`config.mk`:
```
export PLATFORM = sky130hd
export DESIGN_NAME = i2s_receive_axis
export DESIGN_NICKNAME = d
export VERILOG_FILES = /design/src/rtl/i2s_receive_axis.sv
export SDC_FILE = /design/constraint.sdc
export NUM_CORES = 1
export LEC_CHECK = 0
export BUFFER_PORTS_ARGS = -buffer_cell sky130_fd_sc_hd__buf_4
export CAP_MARGIN = 20
export CELL_PAD_IN_SITES_DETAIL_PLACEMENT = 0
export CELL_PAD_IN_SITES_GLOBAL_PLACEMENT = 2
export CORE_MARGIN = 3
export CORE_UTILIZATION = 30
export DETAILED_ROUTE_END_ITERATION = 7
export PLACE_DENSITY = 0.6
export SYNTH_ARGS = -nofsm -noshare
export SYNTH_HDL_FRONTEND = slang
export SYNTH_SLANG_ARGS = --single-unit
```
`constraint.sdc`:
```
create_clock -name M_AXIS_ACLK -period 2.2 [get_ports M_AXIS_ACLK]
set_input_delay 0.22 -clock M_AXIS_ACLK [delete_from_list [all_inputs] [get_ports M_AXIS_ACLK]]
set_output_delay 0.22 -clock M_AXIS_ACLK [all_outputs]
set_load 0.01 [all_outputs]
```
`src/rtl/i2s_receive_axis.sv`:
```
// I2S slave receiver with an AXI4-Stream master output.
// sck/ws/sd are sampled on M_AXIS_ACLK. sck is never used as a clock.
// Each stereo frame goes out as a left beat (TLAST=0) followed by a right beat (TLAST=1).
// Optional feature: define I2S_RX_OVF_CNT_EN to add the ovf_count port, a saturating
// 16-bit count of dropped frames.
module i2s_receive_axis #(
    parameter int unsigned DATA_WIDTH = 32
) (
    input  logic                  M_AXIS_ACLK,
    input  logic                  M_AXIS_ARESETN,
    input  logic                  sck,
    input  logic                  ws,
    input  logic                  sd,
    output logic                  M_AXIS_TVALID,
    output logic [DATA_WIDTH-1:0] M_AXIS_TDATA,
    output logic                  M_AXIS_TLAST,
    input  logic                  M_AXIS_TREADY,
`ifdef I2S_RX_OVF_CNT_EN
    output logic [15:0]           ovf_count,
`endif
    output logic                  overflow
);

    localparam int unsigned CW = $clog2(DATA_WIDTH + 1);
    localparam int unsigned IW = (DATA_WIDTH > 1) ? $clog2(DATA_WIDTH) : 1;

    typedef enum logic [1:0] {StIdle, StSendL, StSendR} state_e;

    logic [1:0]            sck_sync_q, ws_sync_q, sd_sync_q;
    logic                  sck_prev_q;
    logic                  sck_s, ws_s, sd_s;
    logic                  sck_rise, ws_edge, frame_evt;

    logic                  ws_prev_q;
    logic                  aligned_q;
    logic                  left_valid_q;
    logic [CW-1:0]         bitcnt_q;
    logic [DATA_WIDTH-1:0] word_q;
    logic [DATA_WIDTH-1:0] word_ins;
    logic [IW-1:0]         bit_idx;
    logic [DATA_WIDTH-1:0] left_hold_q;

    logic [DATA_WIDTH-1:0] pair_l_q, pair_r_q;
    state_e                state_q, state_d;
    logic                  load_pair, drop;
    logic                  overflow_q;

    // Two-flop synchronisers on all I2S inputs, plus sck history for rise detection.
    always_ff @(posedge M_AXIS_ACLK or negedge M_AXIS_ARESETN) begin
        if (!M_AXIS_ARESETN) begin
            sck_sync_q <= '0;
            ws_sync_q  <= '0;
            sd_sync_q  <= '0;
            sck_prev_q <= 1'b0;
        end else begin
            sck_sync_q <= {sck_sync_q[0], sck};
            ws_sync_q  <= {ws_sync_q[0], ws};
            sd_sync_q  <= {sd_sync_q[0], sd};
            sck_prev_q <= sck_sync_q[1];
        end
    end

    assign sck_s    = sck_sync_q[1];
    assign ws_s     = ws_sync_q[1];
    assign sd_s     = sd_sync_q[1];
    assign sck_rise = sck_s & ~sck_prev_q;
    assign ws_edge  = sck_rise & (ws_s != ws_prev_q);
    // A right word closes a frame only if a complete left word precedes it.
    assign frame_evt = ws_edge & ws_prev_q & aligned_q & left_valid_q;

    // Current word with the sampled bit merged in. Bits past DATA_WIDTH are dropped.
    always_comb begin
        word_ins = word_q;
        bit_idx  = IW'(DATA_WIDTH - 1) - IW'(bitcnt_q);
        if (bitcnt_q < CW'(DATA_WIDTH)) begin
            word_ins[bit_idx] = sd_s;
        end
    end

    // Deserialiser. A ws change marks the LSB slot of the previous channel (one-bit delay).
    always_ff @(posedge M_AXIS_ACLK or negedge M_AXIS_ARESETN) begin
        if (!M_AXIS_ARESETN) begin
            ws_prev_q    <= 1'b0;
            aligned_q    <= 1'b0;
            left_valid_q <= 1'b0;
            bitcnt_q     <= '0;
            word_q       <= '0;
            left_hold_q  <= '0;
        end else if (sck_rise) begin
            ws_prev_q <= ws_s;
            if (ws_s != ws_prev_q) begin
                if (!ws_prev_q) begin
                    if (aligned_q) begin
                        left_hold_q  <= word_ins;
                        left_valid_q <= 1'b1;
                    end
                end else begin
                    left_valid_q <= 1'b0;
                end
                word_q    <= '0;
                bitcnt_q  <= '0;
                aligned_q <= 1'b1;
            end else begin
                word_q <= word_ins;
                if (bitcnt_q < CW'(DATA_WIDTH)) begin
                    bitcnt_q <= bitcnt_q + CW'(1);
                end
            end
        end
    end

    // Output FSM state register.
    always_ff @(posedge M_AXIS_ACLK or negedge M_AXIS_ARESETN) begin
        if (!M_AXIS_ARESETN) begin
            state_q <= StIdle;
        end else begin
            state_q <= state_d;
        end
    end

    // Next state. A frame arriving while a pair is still in flight is dropped.
    always_comb begin
        state_d   = state_q;
        load_pair = 1'b0;
        drop      = 1'b0;
        unique case (state_q)
            StIdle: begin
                if (frame_evt) begin
                    state_d   = StSendL;
                    load_pair = 1'b1;
                end
            end
            StSendL: begin
                drop = frame_evt;
                if (M_AXIS_TREADY) state_d = StSendR;
            end
            StSendR: begin
                drop = frame_evt;
                if (M_AXIS_TREADY) state_d = StIdle;
            end
            default: state_d = StIdle;
        endcase
    end

    // Pair holding registers and the sticky overflow flag.
    always_ff @(posedge M_AXIS_ACLK or negedge M_AXIS_ARESETN) begin
        if (!M_AXIS_ARESETN) begin
            pair_l_q   <= '0;
            pair_r_q   <= '0;
            overflow_q <= 1'b0;
        end else begin
            if (load_pair) begin
                pair_l_q <= left_hold_q;
                pair_r_q <= word_ins;
            end
            if (drop) overflow_q <= 1'b1;
        end
    end

`ifdef I2S_RX_OVF_CNT_EN
    logic [15:0] ovf_count_q;

    // Saturating count of dropped frames.
    always_ff @(posedge M_AXIS_ACLK or negedge M_AXIS_ARESETN) begin
        if (!M_AXIS_ARESETN) begin
            ovf_count_q <= '0;
        end else if (drop && (ovf_count_q != 16'hFFFF)) begin
            ovf_count_q <= ovf_count_q + 16'd1;
        end
    end

    assign ovf_count = ovf_count_q;
`endif

    assign M_AXIS_TVALID = (state_q != StIdle);
    assign M_AXIS_TLAST  = (state_q == StSendR);
    assign M_AXIS_TDATA  = (state_q == StSendR) ? pair_r_q : pair_l_q;
    assign overflow      = overflow_q;

endmodule
```
==> results by group, run 1 <==
Die
  – Die extent in x: 155.3 microns
  – Initial Util: 30.57%
  – # IOs: 41
  – FP Rows: 54
  – Die footprint: 24130 sq um
  – Core area: 21890 sq um
  – Die Y-Extent: 155.3 microns

Synthesis
  – Synth Area per Inst: 12.51 sq um
  – EDFF count, synth: 0
  – Cell Area, Synth: 6691 sq um
  – Sequential share of the synthesized area: 54.97%
  – Synth async-reset ratio: 100.0%
  – Yosys warnings: 0
  – Mapped Cells: 535
  – Synth Register Bits: 147
  – Post-synth cell types: 41
  – Mapped Nets: 550
  – Predominant post-synthesis flop cell: dfrtp_1

Timing
  – Final period utilization: 94.56%
  – Final hold viol count: 0
  – Minimum clock period: 2.080 ns
  – Hold Slack: 0.2485 ns
  – Worst-Margin Slew: 0.5514 ns
  – Final Skew: 0.01042 ns
  – Slew Viols, Final: 0
  – RSZ-0062 raised after global routing: false
  – Post-route setup TNS: 0 ns
  – Fmax: 480.7 MHz
  – Final Setup Violations: 0
  – Rel. slew slack: 62.85%

GRT
  – Grt ovf: 0
  – Global-route wire length before repair: 26100 microns
  – Largest net degree at the start of global routing: 44
  – Global Route Usage Sum: 13.99%
  – Initial antenna violation count: 0
  – Vias in the first global route: 4682

Critical path
  – Critical Path RT: 1.98 ns
  – Crit end category: primary output
  – Crit Path Class: register to primary output
  – Startpoint types: register
  – Crit path max fanout: 12
  – CP arrival: 1.86 ns

Route
  – Initial DRC count: 228
  – Routed wire length: 16370 microns
  – DRC violations left: 0
  – Via density: 5.000
  – Via count: 4410
  – Drt first pass iters: 4
  – Post-route ant nets: 0
  – Routed wire per std cell: 18.56 microns

Placement
  – Gpl congestion: 0.7552
  – # placed instances: 846
  – Detail Placement HPWL: 10740 microns
  – PortBufs: 40

Clocking
  – Cts bufs inserted: 17
  – Worst-skew pair later-pin latency: 0.42 ns
  – Clk pin slew, worst setup/hold paths: 0.06 ns
  – H-tree Lvls: 4
  – Clock root buffer: clkbuf_16
  – CTS tree: built
  – Clock Sinks: 147
  – # Post-CTS Setup Buffers: 0
  – CTS Buffer Depth: 2

Final layout
  – Most frequent cells in the layout: 147 x dfrtp_1, 127 x mux2_2, 91 x o21ai_0, 60 x buf_4
  – Commonest non-fill, non-tap cell in the layout: dfrtp_1
  – # diodes: 0
  – Area Growth Syn to Fin: 20.87%
  – Fin cells: 882
  – Share of cells above drive strength 1: 39.20%
  – Layout Nets: 605

Job
  – Max Cap Viol: 0

Pwr
  – Power Density: 877.4 nW/um^2
  – Worst IR Drop VDD: 0.4242 mV
  – Lkg Pwr: 3.845 nW

Min path
  – Hold Path Class: input port to register

Status
  – Run status: finished clean
registers in the layout, summed over array words and instances (netlist names):
name	flops
aligned_q	1
sd_sync_q	2
word_q	32
pair_r_q	32
overflow	1
ws_prev_q	1
pair_l_q	32
left_hold_q	32
sck_sync_q	2
sck_prev_q	1
state_q	2
left_valid_q	1
bitcnt_q	6
ws_sync_q	2
cell families after synthesis:
family | Yosys count | synth area share [%]
simple gates | 62 | 5.273
fa+ha+maj | 9 | 1.683
flops | 147 | 54.97
mux | 131 | 22.20
buf+inv | 43 | 3.553
xor+xnor | 2 | 0.2618
compound gates | 141 | 12.06
path summary, 6_finish.rpt:
kind	start	end	slack [ns]	depth (start not counted)
setup / recovery	state_q[0]	M_AXIS_TDATA[28]	0.12	5
hold / removal	M_AXIS_TREADY	state_q[0]	0.25	3
setup reg to reg	bitcnt_q[1]	left_hold_q[15]	0.19	6
hold reg to reg	sck_sync_q[0]	sck_sync_q[1]	0.35	0
max in group asynchronous	M_AXIS_ARESETN	bitcnt_q[2]	1.12	3
min in group asynchronous	M_AXIS_ARESETN	state_q[0]	0.27	2
area by class of cell:
class | instances | area, sq um
tap | 280 | 350.3
multi-input combinational | 345 | 2798
clock buffer | 24 | 491.7
clock inverter | 7 | 121.4
sequential | 147 | 3679
timing repair buffer | 71 | 618.1
inverter | 8 | 30.03
fill | 2168 | 13800
cell usage after synthesis, drive strengths merged, types with 2 or more instances:
library cell  count  area, sq um
o31ai             2        15.01
mux2            130         1475
dfrtp           147         3679
o22ai             2        12.51
buf              18        142.6
inv               8        30.03
a21oi             4        20.02
nand4             4        25.02
nor2b             2        12.51
o2bb2ai           3        26.28
o21ai            97        485.5
clkbuf           17        65.06
o211ai           29        217.7
o21a              2        15.01
or3b              4        35.03
nand3b            4        30.03
nand2b            4        25.02
nand2            30        120.1
nand3             2        10.01
nor2              3        11.26
ha                9        112.6
metrics by stage:
stage          area, sq um  setup slack (ns)  util, %  power (mW)
3_5_place_dp          7383           0.05006    33.73       4.036
3_3_place_gp          7383            0.1104    33.73       3.998
2_1_floorplan         6691            0.3189        -       3.613
4_1_cts               8043          0.007549    36.74       7.138
5_1_grt               8088          0.004659    36.95       7.457
6_report              8088            0.1196    36.95       7.096
per-layer routing:
layer / routed length [microns] / up-vias / track usage (%) / share of wire [%]
met1: 7588 / 2252 / 18.53 / 46
li1: - / 2063 / - / -
met5: 0 / - / 0 / 0
met3: 443 / 19 / 2.837 / 2.7
met4: 340 / 0 / 5.336 / 2.1
met2: 8000 / 76 / 22.64 / 49
critical path: stages (launching register included):
cell and delay (ns):
dfrtp_1 0.42, inv_2 0.12, ha_4 0.20, buf_6 0.19, mux2_2 0.36, buf_4 0.14
where the power goes:
group	internal (mW)	total, mW	leakage [nW]	switching, mW
logic	0.515	1.13	1.54	0.611
registers	2.84	2.94	2.01	0.103
clock network	1.90	3.03	0.289	1.12
total	5.26	7.10	3.84	1.84
timing repair:
action,in CTS,in global routing
hold endpoints to repair,37,0
hold buffers,4,0
gates cloned,0,1
gates resized for setup,2,6
endpoints found under the setup margin,13,50
(Power assumes the default switching activity.)
==> run 2: changes to the inputs <==
==> constraint.sdc (replaced) <==
create_clock -name M_AXIS_ACLK -period 2.2 [get_ports M_AXIS_ACLK]
set_input_delay 0.11 -clock M_AXIS_ACLK [delete_from_list [all_inputs] [get_ports M_AXIS_ACLK]]
set_output_delay 0.11 -clock M_AXIS_ACLK [all_outputs]
set_load 0.01 [all_outputs]
==> run 2 against run 1 <==
Effect of this change:
- power shrank 2.8%
- fmax grew 1.2%
- register-to-register slack hardly changed
- global-route usage rose by 0.12 points
- first-iteration DRC count is 4.8% higher
- cell count shrank 0.34%
- die area is the same
- setup slack better by 0.026 ns
- wire length decreased by 0.71%
- critical endpoint is now M_AXIS_TDATA[21]
- largest power group is now registers
- highest routed layer unchanged
==> results by group, run 2 (synthesized netlist as in run 1, its figures left out) <==
Clocking
  – Clock Sinks: 147 (unchanged)
  – Cts bufs inserted: 17 (unchanged)
  – Clock root buffer: clkbuf_16
  – H-tree Lvls: 4 (unchanged)
  – Worst-skew pair later-pin latency: 0.43 ns (about the same)
  – Clk pin slew, worst setup/hold paths: 0.06 ns (about the same)
  – CTS Buffer Depth: 2 (unchanged)
  – # Post-CTS Setup Buffers: 0 (unchanged)
  – CTS tree: built

GRT
  – Vias in the first global route: 4756 (+1.6%)
  – Global-route wire length before repair: 26340 microns (+0.93%)
  – Grt ovf: 0 (unchanged)
  – Global Route Usage Sum: 14.11% (+0.12 points)
  – Initial antenna violation count: 0 (unchanged)
  – Largest net degree at the start of global routing: 62 (+41%)

Timing
  – Rel. slew slack: 61.16% (-1.7 points)
  – Slack of the critical path: 0.1452 ns (+0.02561 ns)
  – Final period utilization: 93.40% (-1.2 points)
  – RSZ-0062 raised after global routing: false
  – Minimum clock period: 2.055 ns (-0.02561 ns)
  – Worst-Margin Slew: 0.5766 ns (+0.02521 ns)
  – Fmax: 486.7 MHz (+1.2%)
  – Final Skew: 0.01575 ns (+0.005331 ns)
  – Final hold viol count: 0 (unchanged)
  – Final Setup Violations: 0 (unchanged)
  – Slew Viols, Final: 0 (unchanged)
  – Post-route setup TNS: 0 ns (unchanged)

Job
  – Max Cap Viol: 0 (unchanged)

Critical path
  – Crit path max fanout: 12 (unchanged)
  – FF-to-FF Start: bitcnt_q[1]
  – Crit Path Class: register to primary output
  – Critical Path RT: 2.09 ns (+0.11 ns)
  – Crit end category: primary output
  – Reg2reg end: pair_r_q[14]
  – CP arrival: 1.94 ns (+0.08 ns)
  – Worst Reg2Reg Path Length in Cells: 6 (unchanged)
  – Reg-to-reg slack, setup: 0.19 ns (about the same)
  – Startpoint types: register

Pwr
  – Worst IR Drop VDD: 0.4282 mV (+0.95%)
  – Lkg Pwr: 3.824 nW (-0.54%)
  – Power Density: 861.0 nW/um^2 (-1.9%)

Die
  – Core area: 21890 sq um (unchanged)
  – Initial Util: 30.57% (unchanged)
  – # IOs: 41 (unchanged)
  – Die Y-Extent: 155.3 microns (unchanged)
  – FP Rows: 54 (unchanged)
  – Die footprint: 24130 sq um (unchanged)
  – Die extent in x: 155.3 microns (unchanged)

Final layout
  – Layout Nets: 603 (-0.33%)
  – Multi-input logic area: 2783 sq um (-0.54%)
  – Area Growth Syn to Fin: 19.76%
  – FILL cells: 2139 (-1.3%)
  – Most frequent cells in the layout: 147 x dfrtp_1, 127 x mux2_2, 90 x o21ai_0, 60 x buf_4
  – # diodes: 0 (unchanged)
  – Final Util: 36.61% (-0.34 points)
  – Storage element area: 3679 sq um (unchanged)
  – Share of cells above drive strength 1: 38.73% (-0.47 points)
  – Commonest non-fill, non-tap cell in the layout: dfrtp_1

Route
  – Routed wire length: 16260 microns (-0.71%)
  – Initial DRC count: 239 (+4.8%)
  – Post-route ant nets: 0 (unchanged)
  – Routed wire per std cell: 18.49 microns (-0.37%)
  – Drt first pass iters: 4 (unchanged)
  – Via density: 5.001 (about the same)
  – Via count: 4396 (-0.32%)
  – DRC violations left: 0 (unchanged)

Placement
  – Gpl congestion: 0.7976 (+5.6%)
  – Pre-CTS setup slack: 0.02706 ns (-0.02300 ns)
  – Detail Placement HPWL: 10910 microns (+1.5%)
  – PortBufs: 40 (unchanged)

Status
  – Run status: finished clean

Min path
  – Hold Path Class: input port to asynchronous set/reset pin
-- run 2: changes by cell type in the layout (fill, tap and decap cells not counted), sizes merged --
cell / change
clkinvlp: -1
clkbuf: -5
buf: -1
inv: -1
clkinv: +5
-- run 2: worst max-delay path: stages, from the launching register on --
cell and delay, ns:
dfrtp_1 0.41, inv_1 0.12, ha_1 0.24, buf_4 0.25, mux2_2 0.37, buf_4 0.15
-- run 2: how the worst max path moves through the flow --
stage | end | cells past startpoint | startpoint | slack (ns)
final | M_AXIS_TDATA[21] | 5 | state_q[0] | 0.15
after global routing | pair_r_q[15] | 6 | bitcnt_q[0] | 0.02
after CTS | pair_r_q[14] | 6 | bitcnt_q[1] | 0.02
after detailed placement | pair_r_q[14] | 6 | bitcnt_q[1] | 0.03
after global placement | pair_r_q[14] | 6 | bitcnt_q[1] | 0.11
after floorplan | left_hold_q[21] | 7 | bitcnt_q[0] | 0.39
-- run 2: power breakdown --
part	leakage [nW]	switching (mW)	total, mW	internal, mW
combinational	1.52	0.578	1.04	0.461
sequential	2.01	0.0975	2.94	2.84
clock	0.288	1.10	2.92	1.82
total	3.82	1.78	6.90	5.12
-- run 2: what timing repair did --
action / in CTS / in global routing
setup endpoints to repair: 0 / 22
resized for setup: 0 / 4
endpoints found under the hold margin: 91 / 0
hold buffers: 4 / 0
-- run 2: layout make-up --
| type | count | share of cell area [%] |
|---|---|---|
| clock buffer | 20 | 5.699 |
| clock inverter | 10 | 1.671 |
| inverter | 8 | 0.3747 |
| multi-input combinational | 345 | 34.72 |
| sequential | 147 | 45.90 |
| tap | 280 | 4.372 |
| timing repair buffer | 69 | 7.260 |
-- run 2: metal layers --
layer	global-route usage, %	up-vias	routed length [microns]
met5	0	-	0
met4	5.044	0	189
met3	3.616	8	543
met2	22.72	62	8069
met1	18.43	2280	7453
li1	-	2046	-
-- run 2: through the flow --
stage | hold slack (ns) | cell area (sq um) | power (mW) | cells
floorplan | -0.1856 | 6691 | 3.613 | 535
global placement | 0.01593 | 7376 | 3.999 | 845
detailed placement | 0.01656 | 7376 | 4.030 | 845
CTS | 0.1346 | 8006 | 7.007 | 879
global route | 0.1421 | 8014 | 7.239 | 879
finish | 0.1432 | 8014 | 6.900 | 879
==> run 3: changes to the inputs <==
Settings changed: CTS_BUF_LIST from default to sky130_fd_sc_hd__clkbuf_8 sky130_fd_sc_hd__clkbuf_16.
==> run 3 against run 2 <==
Effect of this change:
- sequential share of layout area stayed put
- cell count stayed put
- critical path depth stayed put
- power hardly changed
- fmax hardly changed
- count of clock-buffer cells in the layout is 1 lower
- worst hold slack hardly changed
- via count is 0.11% higher
- non-clock buffer count stayed put
- combinational power hardly changed
- sequential cell count stayed put
- largest cell class unchanged
- highest routed layer unchanged
==> results by group, run 3 (synthesized netlist as in run 1, its figures left out) <==
Placement
  – Gpl congestion: 0.7976 (unchanged)
  – PortBufs: 40 (unchanged)
  – Detail Placement HPWL: 10910 microns (unchanged)
  – Placed Area: 7376 sq um (unchanged)

Critical path
  – Crit Path Class: register to primary output
  – Crit path max fanout: 12 (unchanged)
  – Critical Path Stages: 5 (unchanged)
  – Worst Reg2Reg Path Length in Cells: 6 (unchanged)
  – WP buf/inv: 3 (unchanged)
  – Critical Path RT: 2.09 ns (about the same)
  – Most used cell along the critical path: buf_4
  – Crit end category: primary output
  – CP arrival: 1.94 ns (about the same)
  – CP peak stage delay: 0.41 ns (about the same)
  – Slowest cell on the critical path: dfrtp_1
  – Startpoint types: register
  – CP cell instances: inv_1, ha_1, buf_4, mux2_2, buf_4
  – Crit path max-delay family: buffers and inverters

Final layout
  – Design area: 8014 sq um (unchanged)
  – Layout Nets: 603 (unchanged)
  – Final Util: 36.61% (unchanged)
  – FILL cells: 2139 (unchanged)
  – Share of cells above drive strength 1: 38.73% (unchanged)
  – Area Growth Syn to Fin: 19.76% (unchanged)
  – # diodes: 0 (unchanged)
  – Commonest non-fill, non-tap cell in the layout: dfrtp_1
  – Most frequent cells in the layout: 147 x dfrtp_1, 127 x mux2_2, 90 x o21ai_0, 60 x buf_4

Die
  – FP Rows: 54 (unchanged)
  – # IOs: 41 (unchanged)
  – Die Y-Extent: 155.3 microns (unchanged)
  – Core area: 21890 sq um (unchanged)
  – Initial Util: 30.57% (unchanged)
  – Die footprint: 24130 sq um (unchanged)
  – Die extent in x: 155.3 microns (unchanged)

Timing
  – Worst-Margin Slew: 0.5769 ns (+0.0003431 ns)
  – Slew Viols, Final: 0 (unchanged)
  – Final period utilization: 93.40% (about the same)
  – Minimum clock period: 2.055 ns (-0.00003600 ns)
  – Final Skew: 0.01570 ns (-0.00004730 ns)
  – Post-route setup TNS: 0 ns (unchanged)
  – Final Setup Violations: 0 (unchanged)
  – Final hold viol count: 0 (unchanged)
  – Fmax: 486.7 MHz (about the same)
  – RSZ-0062 raised after global routing: false
  – Rel. slew slack: 61.13% (about the same)

Clocking
  – CTS tree: built
  – Clk pin slew, worst setup/hold paths: 0.06 ns (about the same)
  – Cts bufs inserted: 17 (unchanged)
  – H-tree Lvls: 4 (unchanged)
  – Worst-skew pair later-pin latency: 0.43 ns (about the same)
  – CTS Buffer Depth: 2 (unchanged)
  – Clock root buffer: clkbuf_16
  – # Post-CTS Setup Buffers: 0 (unchanged)
  – Clock Sinks: 147 (unchanged)

Min path
  – Hold Path Class: input port to asynchronous set/reset pin

GRT
  – Vias in the first global route: 4756 (unchanged)
  – Largest net degree at the start of global routing: 62 (unchanged)
  – Global Route Usage Sum: 14.11% (unchanged)
  – Global routing met2 resource utilization: 22.72% (unchanged)
  – Grt ovf: 0 (unchanged)
  – Met3 GRT Util: 3.616% (unchanged)
  – Global-route wire length before repair: 26340 microns (unchanged)
  – Initial antenna violation count: 0 (unchanged)
  – GRT busiest layer: met2
  – Met1 usage: 18.43% (unchanged)

Pwr
  – Power, Total: 6.895 mW (about the same)
  – Sequential Power Share: 42.6% (about the same)
  – Pint: 5.120 mW (about the same)
  – Combinational share of power: 15.0% (about the same)
  – Lkg Pwr: 3.828 nW (+0.11%)
  – Worst IR Drop VDD: 0.4281 mV (about the same)
  – Clock power frac: 42.3% (about the same)
  – Psw: 1.775 mW (about the same)
  – Power Density: 860.4 nW/um^2 (about the same)
  – Sw Share: 25.75% (about the same)

Route
  – Via count: 4401 (+0.11%)
  – Via density: 5.007 (+0.11%)
  – Post-route ant nets: 0 (unchanged)
  – DRC violations left: 0 (unchanged)
  – Routed wire length: 16250 microns (about the same)
  – Initial DRC count: 239 (unchanged)
  – Routed wire per std cell: 18.49 microns (about the same)
  – Drt first pass iters: 4 (unchanged)

Status
  – Run status: finished clean

Job
  – Max Cap Viol: 0 (unchanged)
[run 3: cell count changes in the layout (fill, tap and decap cells not counted)]
cell / before / now
clkbuf_1: 1 / 0
inv_1: 8 / 9
[run 3: per-layer routing]
metal	vias up	share of wire [%]
met2	66	50
met3	8	3.7
met4	0	1.2
met5	-	0
li1	2046	-
met1	2281	45
[run 3: what timing repair did]
action,in CTS,in global routing
gates resized for setup,0,4
hold buffers,4,0
setup endpoints to repair,0,22
endpoints found under the hold margin,91,0
[run 3: power by group through the flow]
| stage | combinational, mW | sequential, mW | clock (mW) |
|---|---|---|---|
| 6_report | 1.04 | 2.94 | 2.92 |
| 5_1_grt | 1.15 | 2.96 | 3.13 |
| 4_1_cts | 1.05 | 2.94 | 3.02 |
| 3_5_place_dp | 1.04 | 2.99 | 0 |
| 3_3_place_gp | 1.02 | 2.98 | 0 |
| 2_1_floorplan | 0.659 | 2.95 | 0 |
[run 3: metrics by stage]
stage,instances,worst slack [ns],hold WS (ns)
after global routing,879,0.01743,0.1421
final,879,0.1453,0.1432
after floorplan,535,0.3912,-0.1856
after global placement,845,0.1072,0.01593
after CTS,879,0.01768,0.1346
after detailed placement,845,0.02706,0.01656
[run 3: cell type report]
cell class / instances / area (sq um) / share of cell area (%)
multi-input cells: 345 / 2783 / 34.72
inverters: 8 / 30.03 / 0.3747
clock inverters: 11 / 137.6 / 1.717
clock buffers: 19 / 452.9 / 5.652
flip-flops and latches: 147 / 3679 / 45.90
well taps: 280 / 350.3 / 4.372
repair buffers: 69 / 581.8 / 7.260
[run 3: worst register-to-register path: stages, from the launching register on]
cell	delay, ns
dfrtp_1	0.42
inv_1	0.12
ha_1	0.22
or3b_4	0.48
o21ai_0	0.18
o21ai_0	0.17
mux2_2	0.30
[run 3: final timing paths]
check                                     from          endpoint  slack [ns]
worst max-delay path                state_q[0]  M_AXIS_TDATA[21]        0.15
worst min-delay path            M_AXIS_ARESETN         word_q[5]        0.14
worst max register to register     bitcnt_q[1]      pair_r_q[14]        0.19
worst min register to register    sd_sync_q[0]      sd_sync_q[1]        0.35
max in group asynchronous       M_AXIS_ARESETN      pair_l_q[17]        1.34
min in group M_AXIS_ACLK         M_AXIS_TREADY        state_q[1]        0.15
